File: config.mk
export PLATFORM = sky130hd
export DESIGN_NAME = imem_program_loader
export DESIGN_NICKNAME = d
export VERILOG_FILES = /design/src/rtl/imem_program_loader.sv
export SDC_FILE = /design/constraint.sdc
export NUM_CORES = 1
export LEC_CHECK = 0
export ABC_AREA = 1
export CAP_MARGIN = 20
export CORE_MARGIN = 8
export CORE_UTILIZATION = 55
export CTS_CLUSTER_DIAMETER = 60
export DETAILED_ROUTE_END_ITERATION = 10
export GPL_TIMING_DRIVEN = 0
export HOLD_SLACK_MARGIN = 0.05
export PLACE_DENSITY = 0.79
export SYNTH_ARGS = -nofsm -noshare
export SYNTH_HDL_FRONTEND = slang
export SYNTH_SLANG_ARGS = --single-unit
File: constraint.sdc
create_clock -name clk -period 2 [get_ports clk]
set_clock_uncertainty 0.1 [all_clocks]
set_input_delay 0.4 -clock clk [delete_from_list [all_inputs] [get_ports clk]]
set_output_delay 0.4 -clock clk [all_outputs]
set_load 0.005 [all_outputs]
File: src/rtl/imem_program_loader.sv
// Instruction memory program loader.
// Receives a framed byte stream (count, data words, XOR checksum), writes the
// words sequentially into instruction memory from address 0, and holds the
// processor in clear until the frame checksum verifies.
// Ports:
//   clk, clr        - clock, synchronous active-high reset
//   start           - begins a load when idle, done or in error
//   in_data/valid   - stream byte and its valid flag
//   in_ready        - loader can accept a byte (registered, state-only)
//   imem_we/addr/wdata - instruction memory write port, one pulse per word
//   cpu_hold        - processor clear request
//   done, error     - sticky completion / failure flags
module imem_program_loader #(
  parameter int unsigned ADDR_WIDTH = 8
) (
  input  logic                  clk,
  input  logic                  clr,
  input  logic                  start,
  input  logic [7:0]            in_data,
  input  logic                  in_valid,
  output logic                  in_ready,
  output logic                  imem_we,
  output logic [ADDR_WIDTH-1:0] imem_addr,
  output logic [15:0]           imem_wdata,
  output logic                  cpu_hold,
  output logic                  done,
  output logic                  error
);

  localparam int unsigned DEPTH = 2**ADDR_WIDTH;

  typedef enum logic [2:0] {
    S_IDLE, S_CNT_HI, S_CNT_LO, S_DATA_HI, S_DATA_LO, S_CHECK, S_DONE, S_ERROR
  } state_t;

  state_t                state_q, state_d;
  logic [7:0]            cnt_hi_q, cnt_hi_d;
  logic [15:0]           words_q, words_d;   // words still to be received
  logic [7:0]            chk_q, chk_d;
  logic                  in_ready_d, we_d, hold_d, done_d, error_d;
  logic [ADDR_WIDTH-1:0] addr_d;
  logic [15:0]           wdata_d;
  logic [15:0]           cnt_n;
  logic                  xfer;

  assign xfer  = in_valid && in_ready;
  assign cnt_n = {cnt_hi_q, in_data};

  // Next-state and next-register values
  always_comb begin
    state_d  = state_q;
    cnt_hi_d = cnt_hi_q;
    words_d  = words_q;
    chk_d    = chk_q;
    addr_d   = imem_addr;
    wdata_d  = imem_wdata;
    we_d     = 1'b0;
    hold_d   = cpu_hold;
    done_d   = done;
    error_d  = error;

    // Address advances in the cycle following each write pulse
    if (imem_we) addr_d = imem_addr + ADDR_WIDTH'(1);

    // Running checksum covers every transferred byte except the CHK byte
    if (xfer && (state_q != S_CHECK)) chk_d = chk_q ^ in_data;

    case (state_q)
      S_IDLE, S_DONE, S_ERROR: begin
        if (start) begin
          state_d = S_CNT_HI;
          done_d  = 1'b0;
          error_d = 1'b0;
          chk_d   = 8'd0;
          addr_d  = '0;
          words_d = 16'd0;
          hold_d  = 1'b1;
        end
      end
      S_CNT_HI: begin
        if (xfer) begin
          cnt_hi_d = in_data;
          state_d  = S_CNT_LO;
        end
      end
      S_CNT_LO: begin
        if (xfer) begin
          words_d = cnt_n;
          if (cnt_n == 16'd0) begin
            state_d = S_CHECK;
          end else if (32'(cnt_n) > DEPTH) begin
            state_d = S_ERROR;
            error_d = 1'b1;
          end else begin
            state_d = S_DATA_HI;
          end
        end
      end
      S_DATA_HI: begin
        if (xfer) begin
          wdata_d[15:8] = in_data;
          state_d       = S_DATA_LO;
        end
      end
      S_DATA_LO: begin
        if (xfer) begin
          wdata_d[7:0] = in_data;
          we_d         = 1'b1;
          words_d      = words_q - 16'd1;
          state_d      = (words_q == 16'd1) ? S_CHECK : S_DATA_HI;
        end
      end
      S_CHECK: begin
        if (xfer) begin
          if (in_data == chk_q) begin
            state_d = S_DONE;
            done_d  = 1'b1;
            hold_d  = 1'b0;
          end else begin
            state_d = S_ERROR;
            error_d = 1'b1;
          end
        end
      end
      default: state_d = S_IDLE;
    endcase

    in_ready_d = (state_d inside {S_CNT_HI, S_CNT_LO, S_DATA_HI, S_DATA_LO, S_CHECK});
  end

  // State and output registers
  always_ff @(posedge clk) begin
    if (clr) begin
      state_q    <= S_IDLE;
      cnt_hi_q   <= 8'd0;
      words_q    <= 16'd0;
      chk_q      <= 8'd0;
      in_ready   <= 1'b0;
      imem_we    <= 1'b0;
      imem_addr  <= '0;
      imem_wdata <= 16'd0;
      cpu_hold   <= 1'b0;
      done       <= 1'b0;
      error      <= 1'b0;
    end else begin
      state_q    <= state_d;
      cnt_hi_q   <= cnt_hi_d;
      words_q    <= words_d;
      chk_q      <= chk_d;
      in_ready   <= in_ready_d;
      imem_we    <= we_d;
      imem_addr  <= addr_d;
      imem_wdata <= wdata_d;
      cpu_hold   <= hold_d;
      done       <= done_d;
      error      <= error_d;
    end
  end

endmodule

==> results.md, run 1 <==
- Mapped Area: between 3000 and 4000 um2
- Clk sink count: between 60 and 70
- Final period util: 96.5%
- Mapped Cells: 465
- Starting Density: 57.4%
- CP Data Required Time: 2.19 ns
- Net switching power: 1.20 mW
- Async S/R FF share, synth: 0%
- Met3 GRT Util: slightly above 6%
- WS Path Type: input pin to flip-flop
- Syn. warnings: 0
- Placed Area: about 3700 um2
- Routability cong.: between 0.9 and 1
- Routed len/inst: about 15 um
- Pwr dens: 894 nW/um2
- Met1 Track Usage GR: 25.9%
- Largest net degree at the start of global routing: 13
- Die width: 92.2 um
- First DRT Iteration DRCs: 329
- Post-synthesis net count: 480
- Synth Register Bits: 64
- Sw frac: 34.6%
- Critical Path Source Type: input pin
- Total CTS buffers: 9
- Cell variety after synth: 35
- Number of fill cells: ~480
- ANT cells: 0
- Critical R2R Capture: words_q[7]
- Final WS setup: roughly 0.070 ns
- P_int: 2.27 mW
- H-tree depth: 3
- Logic pwr share: around a quarter
- Cell with the most instances after synthesis: nand2_1
- DRT Pass-1 Iters: 5
- Met2 Use GR: between 30 and 40%
- Slowest CP cell: clkdlybuf4s50_1
- DR vias/cell: 5.47
- Hold crit path type: input pin to flip-flop
- Synth area leaders: dfxtp_1 40%, nand2_1 11%, a21oi_1 9.5%
- Worst slew pin tran: 0.558 ns
- Nets: 531
- Num ports: 41
- CP peak stage delay: around 0.47 ns
- Fin crit period: 1.93 ns
- Synth Flop Type: dfxtp_1
- Post-DP HPWL: 6300 um
- First-pass GRT wire length: 14400 um
- Syn avg cell area: 6.87 um2
- Clk slew on worst S/H paths: 0.08 ns
- Post-synth EDFFs: 0
- Leak: 1.65 nW
- Final core utilization: between 60 and 70%
- Vias in the first global route: just over 3000
- Rel. slew slack: 62.8%
- Area leader, netlist: dfxtp_1
- Critical-path maximum fanout: 10
- Reg2Reg Depth: 10
- Final setup vio count: 0
- Gr usage total: 20.9%
- IO buf count: 39
- Root buffer cell: clkbuf_8
- Arr. time, crit path: 2.12 ns
- Max IR drop VDD: a little over 0.7 mV
- FF-to-FF Start: state_q[2]
- Max_cap viols: 0
- FP Rows: 27
- Share of layout cells above drive strength 1: about a tenth
- Critical Path Start: in_valid
- Final slew viol count: 0
- Synthesis-to-layout area growth: 21.6%
- Cell Chain, Critical Path: clkdlybuf4s50_1 > nand2_2 > inv_1 > nand2_1 > nor2_2 > buf_4 > o21ai_0 > a21oi_1
- Post-synth top area share: 40.1%
- Via count: 3241
- Pre-CTS setup slack: -0.286 ns
- Worst setup EP type: flip-flop
- GRT overflow: 0
- Status: finished clean
- Antenna violations before repair: 0
- Routed Antenna Nets: 0
- Worst-Skew Late Latency: between 0.3 and 0.4 ns
- CORE AREA: 5570 um2
- Clk network pwr share: 32.3%
- Gr busiest metal: met2
- Clock Tree Buf Depth: 2
- Worst Setup EP: cnt_hi_q[5]
- Seq/Total Area, Yosys: 40.1%
- Finished Cell Area: 3890 um2
- Hold Fails Final Rpt: 0
- Sequential power share: 42.0%
- Remaining DRCs: 0
- R2r setup slk: 0.16 ns
- Die area: 8510 um2
- Fmax: ~520 MHz
- Commonest cells in the netlist: 91 x nand2_1, 64 x dfxtp_1, 61 x a21oi_1, 56 x nor2_1, 49 x inv_1
- Tot Pwr: 3.48 mW
- RSZ-0062 raised after global routing: true
- CTS tree: done
- Die extent in y: 92.2 um
- Routed wire length: 8610 um
==> how the worst min path moves through the flow <==
stage                     startpoint  endpoint  slack (ns)  depth (start not counted)
final                            clr   imem_we        0.34                          2
after global routing             clr   imem_we        0.36                          2
after CTS                        clr   imem_we        0.33                          2
after detailed placement        done      done        0.36                          2
after global placement      cpu_hold  cpu_hold        0.35                          2
after floorplan             cpu_hold  cpu_hold        0.36                          2
==> power by group through the flow <==
stage	clock (mW)	sequential, mW	combinational [mW]
6_report	1.12	1.46	0.891
4_1_cts	1.13	1.46	0.871
2_1_floorplan	0	1.47	0.656
3_3_place_gp	0	1.48	0.844
5_1_grt	1.18	1.48	1.01
3_5_place_dp	0	1.49	0.867
==> sequential cells by signal, summed over array words and instances, names as in the netlist, 3 cells and up <==
register / cells
words_q: 16
state_q: 3
imem_addr: 8
chk_q: 8
cnt_hi_q: 8
imem_wdata: 16
==> cell type report <==
class / instances / area [um2] / area share, %
multi-input cells: 332 / 1630 / 41.8
clock buffers: 9 / 124 / 3.19
flip-flops and latches: 64 / 1280 / 33.0
repair buffers: 40 / 398 / 10.2
well taps: 72 / 90.1 / 2.32
inverters: 53 / 199 / 5.12
clock inverters: 7 / 72.6 / 1.87
plain buffers: 16 / 96.3 / 2.48
==> cells by family after synthesis <==
kind of cell,count (synthesis),synth area share (%)
adders and majority gates,3,1.17
xor gates and xnor gates,5,1.37
AOI/OAI and AO/OA,128,22.2
DFF,64,40.1
buffers and inverters,69,9.24
and+or+nand+nor,196,25.9
==> critical path: cells and delay by family <==
kind | cells | cell delay (ns)
buffers and inverters | 3 | 0.95
AND/OR/NAND/NOR | 3 | 0.53
AO/OA/AOI/OAI | 2 | 0.23
==> per-layer routing <==
layer	vias to the layer above	part of all wire (%)
li1	1629	-
met1	1460	43
met2	133	46
met3	19	8.6
met4	0	2.0
met5	-	0
==> placed cells by master, fill, tap and decap left out, types with 4 or more instances in the layout <==
cell type and instances:
a21oi_1 61, a31oi_1 4, buf_2 5, clkbuf_1 6, clkbuf_8 9, clkdlybuf4s50_1 39, dfxtp_1 64, inv_1 46
inv_2 7, nand2_1 91, nand2_2 4, nand3_1 28, nor2_1 56, nor2_2 5, o211ai_1 4, o21ai_0 41
o21ai_1 6, xor2_1 4
==> metrics by stage <==
stage | hold WS, ns | cells | TNS [ns]
4_1_cts | 0.333 | 592 | 0
2_1_floorplan | 0.356 | 465 | 0
6_report | 0.338 | 593 | 0
3_3_place_gp | 0.354 | 576 | -5.72
3_5_place_dp | 0.360 | 576 | -6.90
5_1_grt | 0.356 | 593 | -0.123
==> what timing repair did <==
action,in CTS,in global routing
resized for setup,0,5
setup endpoints to repair,0,8
buffers inserted,0,1
hold buffers,0,0
(Power assumes the default switching activity.)
==> run 2, diff against run 1 <==
- HOLD_SLACK_MARGIN: 0.05 -> 0.08
==> results of run 2 <==
No change in the layout: final DEF, timing and power equal those of run 1.
